--- src/rtl/coherence_bus_ctrl.sv ---
// rtl/coherence_bus_ctrl.sv - two-core coherence bus arbiter, snoop driver and single-port RAM sequencer
module coherence_bus_ctrl #(
    parameter int CPUS   = 2,
    parameter int WORD_W = 32
) (
    input  logic                        CLK,
    input  logic                        nRST,
    input  logic [CPUS-1:0]             iREN,
    input  logic [CPUS-1:0][WORD_W-1:0] iaddr,
    output logic [CPUS-1:0]             iwait,
    output logic [CPUS-1:0][WORD_W-1:0] iload,
    input  logic [CPUS-1:0]             dREN,
    input  logic [CPUS-1:0]             dWEN,
    input  logic [CPUS-1:0][WORD_W-1:0] daddr,
    input  logic [CPUS-1:0][WORD_W-1:0] dstore,
    output logic [CPUS-1:0]             dwait,
    output logic [CPUS-1:0][WORD_W-1:0] dload,
    input  logic [CPUS-1:0]             cctrans,
    input  logic [CPUS-1:0]             ccwrite,
    output logic [CPUS-1:0]             ccwait,
    output logic [CPUS-1:0]             ccinv,
    output logic [CPUS-1:0][WORD_W-1:0] ccsnoopaddr,
    output logic                        ramREN,
    output logic                        ramWEN,
    output logic [WORD_W-1:0]           ramaddr,
    output logic [WORD_W-1:0]           ramstore,
    input  logic [WORD_W-1:0]           ramload,
    input  logic                        ram_ready
);

    typedef enum logic [3:0] {
        IDLE, SNOOP, FWD1, FWD2, FILL1, FILL2, EVICT, IFETCH, DONE
    } state_t;

    state_t              state, next_state;
    logic                last_grant;
    logic                req;
    logic                peer;
    logic [WORD_W-1:0]   addr_q;
    logic                wr_q;
    logic [CPUS-1:0]     ev_req;
    logic [CPUS-1:0]     cls;
    logic                grant_any;
    logic                grant_idx;
    logic                dren_unused;

    // Block fills arrive as coherence transactions, so dREN carries no extra information.
    assign dren_unused = ^dREN;
    assign peer        = ~req;

    always_comb begin
        ev_req = dWEN & ~cctrans;
        if (|cctrans)
            cls = cctrans;
        else if (|ev_req)
            cls = ev_req;
        else
            cls = iREN;
        grant_any = |cls;
        grant_idx = (&cls) ? ~last_grant : cls[1];
    end

    always_ff @(posedge CLK or negedge nRST) begin
        if (!nRST) begin
            state      <= IDLE;
            last_grant <= 1'b1;
            req        <= 1'b0;
            addr_q     <= '0;
            wr_q       <= 1'b0;
        end else begin
            state <= next_state;
            if (state == IDLE && grant_any) begin
                last_grant <= grant_idx;
                req        <= grant_idx;
                addr_q     <= daddr[grant_idx];
                wr_q       <= ccwrite[grant_idx];
            end
        end
    end

    always_comb begin
        next_state = state;
        case (state)
            IDLE: begin
                if (|cctrans)
                    next_state = SNOOP;
                else if (|ev_req)
                    next_state = EVICT;
                else if (|iREN)
                    next_state = IFETCH;
            end
            SNOOP:  next_state = dWEN[peer] ? FWD1 : FILL1;
            FWD1:   if (ram_ready) next_state = FWD2;
            FWD2:   if (ram_ready) next_state = DONE;
            FILL1:  if (ram_ready) next_state = FILL2;
            FILL2:  if (ram_ready) next_state = DONE;
            EVICT:  if (!dWEN[req]) next_state = IDLE;
            IFETCH: if (ram_ready || !iREN[req]) next_state = IDLE;
            DONE:   next_state = IDLE;
            default: next_state = IDLE;
        endcase
    end

    always_comb begin
        iwait       = '1;
        dwait       = '1;
        iload       = '0;
        dload       = '0;
        ccwait      = '0;
        ccinv       = '0;
        ccsnoopaddr = '0;
        ramREN      = 1'b0;
        ramWEN      = 1'b0;
        ramaddr     = '0;
        ramstore    = '0;
        case (state)
            SNOOP: begin
                ccwait[peer]      = 1'b1;
                ccinv[peer]       = wr_q;
                ccsnoopaddr[peer] = addr_q;
            end
            FWD1, FWD2: begin
                ccwait[peer]      = 1'b1;
                ccinv[peer]       = wr_q;
                ccsnoopaddr[peer] = addr_q;
                ramWEN            = 1'b1;
                ramaddr           = daddr[peer];
                ramstore          = dstore[peer];
                dload[req]        = dstore[peer];
                dwait[peer]       = ~ram_ready;
                dwait[req]        = ~ram_ready;
            end
            FILL1, FILL2: begin
                // Peer stays parked in its snoop state until the whole block has landed.
                ccwait[peer]      = 1'b1;
                ccinv[peer]       = wr_q;
                ccsnoopaddr[peer] = addr_q;
                ramREN            = 1'b1;
                ramaddr           = daddr[req];
                dload[req]        = ramload;
                dwait[req]        = ~ram_ready;
            end
            EVICT: begin
                ramWEN     = dWEN[req];
                ramaddr    = daddr[req];
                ramstore   = dstore[req];
                dwait[req] = ~ram_ready;
            end
            IFETCH: begin
                ramREN     = iREN[req];
                ramaddr    = iaddr[req];
                iload[req] = ramload;
                iwait[req] = ~ram_ready;
            end
            default: ;
        endcase
    end

endmodule
--- config.mk ---
export PLATFORM = sky130hd
export DESIGN_NAME = coherence_bus_ctrl
export DESIGN_NICKNAME = d
export VERILOG_FILES = /design/src/rtl/coherence_bus_ctrl.sv
export SDC_FILE = /design/constraint.sdc
export NUM_CORES = 1
export LEC_CHECK = 0
export CAP_MARGIN = 20
export CORE_AREA = 10 10 189 191
export CTS_BUF_LIST = sky130_fd_sc_hd__clkbuf_16
export DETAILED_ROUTE_END_ITERATION = 8
export DIE_AREA = 0 0 199 201
export GPL_ROUTABILITY_DRIVEN = 0
export PLACE_DENSITY = 0.64
export SYNTH_ARGS = -nofsm -noshare
export SYNTH_HDL_FRONTEND = slang
export SYNTH_SLANG_ARGS = --single-unit
--- constraint.sdc ---
create_clock -name CLK -period 2.18 [get_ports CLK]
set_input_delay 0.436 -clock CLK [delete_from_list [all_inputs] [get_ports CLK]]
set_output_delay 0.436 -clock CLK [all_outputs]
set_load 0.02 [all_outputs]
==> results of run 1 <==
-- cell usage after synthesis, types with 2 or more instances --
library cell    n
nor3_1          4
o22ai_1         2
and2_1        132
buf_1           3
a222oi_1       34
a221oi_1       32
nor3b_1         3
a22oi_1        49
nand3_1        33
buf_2          26
nor2b_1         2
mux2i_1         3
nor2_1         42
a21oi_1        49
mux2_2          3
inv_1           2
nand2_1         3
a31oi_1        33
o21ai_0        63
nand2b_1        5
a22o_1         83
dfrtp_1        38
o21ai_1         6
clkbuf_1       63
a21o_1          2
-- worst min path at each step --
| stage | end | from | cells after the start |
|---|---|---|---|
| 2_1_floorplan | addr_q[0] | nRST | 0 |
| 3_3_place_gp | addr_q[17] | nRST | 1 |
| 3_5_place_dp | addr_q[16] | nRST | 1 |
| 4_1_cts | addr_q[16] | nRST | 1 |
| 5_1_grt | addr_q[16] | nRST | 1 |
| 6_report | addr_q[16] | nRST | 1 |
-- layer usage --
metal / vias to the layer above / wire length, um / track usage, %
li1: 4377 / - / -
met1: 4901 / 18730 / 23.97
met2: 583 / 26200 / 39.19
met3: 98 / 4734 / 6.773
met4: 0 / 1849 / 6.078
met5: - / 0 / 0
-- through the flow --
| stage | cells | power [mW] | instance area (um^2) | setup slack [ns] |
|---|---|---|---|---|
| after floorplan | 734 | 8.329 | 5528 | -0.04553 |
| after global placement | 1706 | 15.57 | 12230 | -0.4420 |
| after detailed placement | 1706 | 15.71 | 12230 | -0.4959 |
| after CTS | 1779 | 18.19 | 13590 | -0.3983 |
| after global routing | 1877 | 23.21 | 15650 | -0.4799 |
| final | 1879 | 22.15 | 15650 | -0.4070 |
-- cell type report --
type	instances	area, um^2	area share, %
timing repair buffer	819	9011	57.58
multi-input combinational	600	4989	31.88
sequential	39	984.7	6.292
tap	408	510.5	3.262
clock buffer	5	125.1	0.7995
clock inverter	3	15.01	0.09594
inverter	2	7.507	0.04797
antenna	3	7.507	0.04797
-- placed cells by master (no fill, tap or decap), drive strengths merged, types with 3 or more instances in the layout --
master         synthesis  final
diode                  0      3
a222oi                34     34
a21oi                 50     50
a22o                  83     83
o21ai                 69     69
nor3b                  3      3
a31oi                 33     33
dfrtp                 38     38
nand2                  3      3
nor2                  42     42
nor3                   4      4
clkbuf                63     34
clkdlybuf4s50          0    233
buf                   30    555
nand2b                 5      5
nand3                 33     33
a22oi                 49     49
mux2i                  3      3
mux2                   3      3
and2                 132    132
a221oi                32     32
-- flip-flops by register name, indices dropped and copies added (netlist names) --
| signal | cells |
|---|---|
| addr_q | 32 |
| state | 4 |
| last_grant | 1 |
| req | 1 |
| wr_q | 1 |
-- power by group through the flow --
stage / registers (mW) / logic [mW] / clock network [mW]
after CTS: 1.45 / 16.0 / 0.786
after global placement: 1.44 / 14.1 / 0
after detailed placement: 1.46 / 14.3 / 0
after floorplan: 1.28 / 7.05 / 0
final: 1.50 / 19.9 / 0.751
after global routing: 1.55 / 20.9 / 0.815
-- what timing repair did --
| item | 4_1_cts | 5_1_grt |
|---|---|---|
| resized for setup | 998 | 746 |
| pin swaps | 62 | 71 |
| hold buffers | 0 | 0 |
| buffers inserted | 49 | 89 |
| gates cloned | 17 | 23 |
| setup endpoints to repair | 269 | 281 |
| hold endpoints to repair | 0 | 0 |
-- worst max-delay path: cells and delay by family (launching register included) --
family | cells | cell delay (ns)
buffers and inverters | 4 | 0.60
and+or+nand+nor | 1 | 0.18
AOI/OAI and AO/OA | 3 | 0.53
DFF | 1 | 0.54
-- cells by family (layout without fill, tap and decap cells) --
family | count (synthesis) | in the layout
compound gates | 359 | 359
simple gates | 234 | 234
buf+inv | 95 | 829
flops | 39 | 39
mux | 6 | 6
xor+xnor | 1 | 1
other cells | 0 | 3
==> reports/results.ini, run 1 <==
[outcome]
outcome = finished with violations
violations = setup timing

[cells_and_area]
n_fill_cell = 2920
drive_above_1_share_pct = 54.70
area_growth_pct = 190.7
layout.nets = 1704
final_util_pct = 48.84

[power_and_ir_drop]
p_sw_share_pct = 46.32
power.leakage_nw = 6.677
p_clk_share_pct = 3.4
ir_worst_vdd_uv = 666.5
p_per_area_nw_per_um2 = 1416
pwr-share-seq_pct = 6.8
power_frac_comb_pct = 89.9
p_int_mw = 11.89
switching_power_mw = 10.26

[yosys]
synth_fa_ha_area_share_pct = 0
synth_top_area_cell = dfrtp_1
muxShareOfSynthArea_pct = 1.185
synth-compound-area-share_pct = 48.14
ys_seq_area_share_pct = 18.15
async_reset_ff_share_pct = 100.0
syn-num-nets = 971
synth_warnings = 0
synthSimpleGateAreaFrac_pct = 25.06
synth_cell_type_count = 44
synth_area_per_cell_um2 = 7.333
syn_area_um2 = 5383
netlist_top_cells_area = dfrtp_1 (18%), and2_1 (15%), a22o_1 (14%), a22oi_1 (6.8%), a222oi_1 (6.3%)
synth_xor_area_share_pct = 0.1627
synth_edf_count = 0
yosysTopAreaCellShare_pct = 17.67
synth_top_family_by_area = compound AO/OA/AOI/OAI gates
ys.flop_type = dfrtp_1
postSynthCellCount = 734
synth.ff_latch_count = 39

[setup_path]
reg2reg_depth = 8
r2r_slack_ns = 0
setup.worst_path.end_class = output pin
startpoint_type = flop
cpMaxStageDelayCell = dfrtp_4
worst_ep_arrival_time_ns = 2.15
worstPathMaxFanout = 6
cpMostUsedCell = buf_4
path_class = flop to output pin
timing.rr.end = state[1]
slowest_delay_ns = 0.54
reg2reg_from = state[1]
cp-endpoint = ramaddr[18]
cp-startpoint = req
worstPathRequired_ns = 1.74
worstPathCellList = nand3b_1 > buf_4 > a21oi_4 > buf_12 > buf_8 > a222oi_1 > o21ai_1 > buf_4

[sta]
fmax_mhz = 386.5
period_minus_slack_ns = 2.587
final-setup-viol-count = 263
setup_slack_ns = -0.4070
hold_viol = 0
setup_tns_ns = -61.55
tightest_slew_ns = 0.7847
rsz0062_at_grt = yes
skew_ns = 0.009390
max-slew-margin-rel_pct = 47.69
fin_crit_sh_pct = 118.7
timing.hold.ws_ns = 0.2256
final_max_slew_viol_count = 0

[global_route]
grt_usage_pct = 21.82
grt_overflow = 0
grt_max_degree = 56
grt_pass1_wl_um = 66650
grt_pass1_vias = 9747
antenna_found_initial = 3

[flow_run]
cap_violations = 0

[clock_tree]
cts-root-buf = clkbuf_16
cts_buffers = 5
cts_sinks = 39
clkSlewWorstSetupHoldPaths_ns = 0.07
cts_max_level = 2
cts_buffer_depth = 2
cts_tree = done
worstSkewPairLatency_ns = 0.29

[detailed_routing]
final_antenna_net_count = 0
dr.first_iter.drc_count = 664
wl_per_cell_um = 27.41
dr_total_vias = 9959
firstDrtPassIters = 5
drc = 0
postRouteWirelength_um = 51510
viasPerCell = 5.300

[floorplan]
io_pins = 503
core_um2 = 32040
die_y_um = 201
initial_core_util_pct = 16.80
die_x_um = 199
placementRows = 66
dieArea_um2 = 40000

[placed_design]
hpwlAfterDp_um = 34650
numPortBuffers = 500

[hold_path]
min-delay-path-class = primary input to async pin

Note: power is estimated with default switching activity, not from simulation.
==> run 2, diff against run 1 <==
--- a/config.mk
+++ b/config.mk
@@ -8,6 +8,7 @@
 export CAP_MARGIN = 20
 export CORE_AREA = 10 10 189 191
 export CTS_BUF_LIST = sky130_fd_sc_hd__clkbuf_16
+export CTS_CLUSTER_DIAMETER = 100
 export DETAILED_ROUTE_END_ITERATION = 8
 export DIE_AREA = 0 0 199 201
 export GPL_ROUTABILITY_DRIVEN = 0
==> results of run 2 <==
No change in the layout: final DEF, timing and power equal those of run 1.
==> run 3, diff against run 2 <==
--- a/config.mk
+++ b/config.mk
@@ -6,13 +6,14 @@
 export NUM_CORES = 1
 export LEC_CHECK = 0
 export CAP_MARGIN = 20
-export CORE_AREA = 10 10 189 191
+export CORE_AREA = 10 10 186 188
 export CTS_BUF_LIST = sky130_fd_sc_hd__clkbuf_16
 export CTS_CLUSTER_DIAMETER = 100
 export DETAILED_ROUTE_END_ITERATION = 8
-export DIE_AREA = 0 0 199 201
+export DIE_AREA = 0 0 196 198
 export GPL_ROUTABILITY_DRIVEN = 0
-export PLACE_DENSITY = 0.64
+export PLACE_DENSITY = 0.63
+export SETUP_SLACK_MARGIN = 0.1
 export SYNTH_ARGS = -nofsm -noshare
 export SYNTH_HDL_FRONTEND = slang
 export SYNTH_SLANG_ARGS = --single-unit
==> constraint.sdc (replaced) <==
create_clock -name CLK -period 2.95 [get_ports CLK]
set_input_delay 0.59 -clock CLK [delete_from_list [all_inputs] [get_ports CLK]]
set_output_delay 0.59 -clock CLK [all_outputs]
set_load 0.02 [all_outputs]
==> run 3 against run 2 <==
  * The run now ends clean
  * Critical path type unchanged
  * Cell area shrank 29%
  * Register-to-register slack better by 0.34 ns
  * Utilization shrank 13 points
  * Worst hold slack gained 0.14 ns
  * Via count is 14% lower
  * Sequential share of layout area up 2.5 points
  * Combinational power decreased by 54%
  * First-iteration DRC count fell by 2.1%
==> reports/results.ini, run 3 (same netlist as run 1, synthesis figures left out) <==
[global_route]
grt_overflow = 0
grt_max_degree = 45
grt_pass1_wl_um = 60430
grt_pass1_vias = 8705
grt_usage_pct = 20.31
antenna_found_initial = 4

[floorplan]
dieArea_um2 = 38810
die_x_um = 196
placementRows = 65
initial_core_util_pct = 17.33
core_um2 = 31070
io_pins = 503
die_y_um = 198

[setup_path]
worstPathMaxFanout = 32
setup.worst_path.end_class = output pin
critPathBufInv = 4
cp-startpoint = state[2]
worstPathRequired_ns = 2.36
cpMaxStageDelayCell = dfrtp_2
slowest_delay_ns = 0.45
reg2reg_from = req
cpMostUsedCell = buf_4
path_class = flop to output pin
worst_ep_arrival_time_ns = 2.24
critical-path-top-delay-family = buffers and inverters
worstPathCellList = buf_4 > buf_4 > nor4b_4 > buf_6 > a22o_1 > dlygate4sd2_1
startpoint_type = flop

[detailed_routing]
dr.first_iter.drc_count = 650
firstDrtPassIters = 7
drc = 0
postRouteWirelength_um = 42430
final_antenna_net_count = 0
dr_total_vias = 8607
wl_per_cell_um = 26.13
viasPerCell = 5.300

[cells_and_area]
top_regs = addr_q x32, state x4
final_area_um2 = 11190
largest_reg_flops = 32
final_cell_mix = clkdlybuf4s50_1 (233), dlygate4sd2_1 (179), and2_1 (131), a22o_1 (83), o21ai_0 (59)
fin_cells = 1624
area_growth_pct = 107.8
layout.nets = 1455
regMostFlops = addr_q
layout_commonest_cell = clkdlybuf4s50_1
drive_above_1_share_pct = 14.27

[placed_design]
hpwlAfterDp_um = 32640
dp.cells = 1595
numPortBuffers = 500
placed_area_um2 = 11190

[clock_tree]
cts_buffers = 5
cts-root-buf = clkbuf_16
cts_max_level = 2
worstSkewPairLatency_ns = 0.28
cts_buffer_depth = 2
clkSlewWorstSetupHoldPaths_ns = 0.06
cts_tree = done
ctsHoldBuffers = 0
cts_sinks = 39

[sta]
rsz0062_at_grt = yes
fin_crit_sh_pct = 95.85
max-slew-margin-rel_pct = 50.22
final_max_slew_viol_count = 0
skew_ns = 0.003951
final-setup-viol-count = 0
fmax_mhz = 353.7
tightest_slew_ns = 0.7467
hold_viol = 0
period_minus_slack_ns = 2.828
setup_tns_ns = 0

[power_and_ir_drop]
finalPower_mw = 10.82
p_per_area_nw_per_um2 = 967.7
power.leakage_nw = 4.964
ir_worst_vdd_uv = 346.5

[outcome]
outcome = completed

[hold_path]
min-delay-path-class = primary input to async pin

[flow_run]
cap_violations = 0

[run 3: worst paths after layout]
kind | to | slack [ns] | cells after the start
max | dload[25] | 0.12 | 6
min | addr_q[14] | 0.37 | 1
max reg2reg | state[2] | 0.34 | 5
min reg2reg | addr_q[23] | 0.56 | 2
max in group asynchronous | req | 2.02 | 1
min in group CLK | addr_q[23] | 0.56 | 2
[run 3: metal layers]
metal,vias to the layer above,part of all wire [%],track usage (%)
li1,3874,-,-
met1,4135,37,23.19
met2,544,49,34.95
met3,52,11,7.086
met4,2,2.6,5.939
met5,-,0.031,0
[run 3: worst register-to-register path, stage by stage (launching register included)]
cell and delay (ns):
dfrtp_4 0.50, buf_4 0.27, buf_16 0.23, mux2_2 0.39
a222oi_1 0.68, mux2_2 0.41
[run 3: layout make-up]
cell class              instances  area, um^2
diodes                          3       7.507
clock buffers                   5       125.1
clock inverters                 3       12.51
fillers                      3267       19880
inverters                       2       11.26
multi-input cells             603        4167
flip-flops and latches         39       985.9
well taps                     402       503.0
repair buffers                567        5374
[run 3: timing repair]
action	in CTS	in global routing
gates resized for setup	320	109
pin swaps	5	4
gates cloned	5	0
setup buffers	10	3
setup endpoints to repair	254	108
[run 3: per-stage QoR]
stage	util (%)	hold slack (ns)	worst slack, ns
after floorplan	-	0.2944	0.4343
after global placement	36.03	0.5441	-0.08041
after global routing	36.00	0.4032	0.06343
after CTS	36.39	0.3891	0.08434
final	36.00	0.3665	0.1224
after detailed placement	36.03	0.5550	-0.04790
[run 3: power by group]
part | total (mW) | switching (mW) | internal [mW]
registers | 1.09 | 0.263 | 0.828
clock network | 0.544 | 0.237 | 0.307
logic | 9.19 | 5.42 | 3.77
total | 10.8 | 5.92 | 4.90
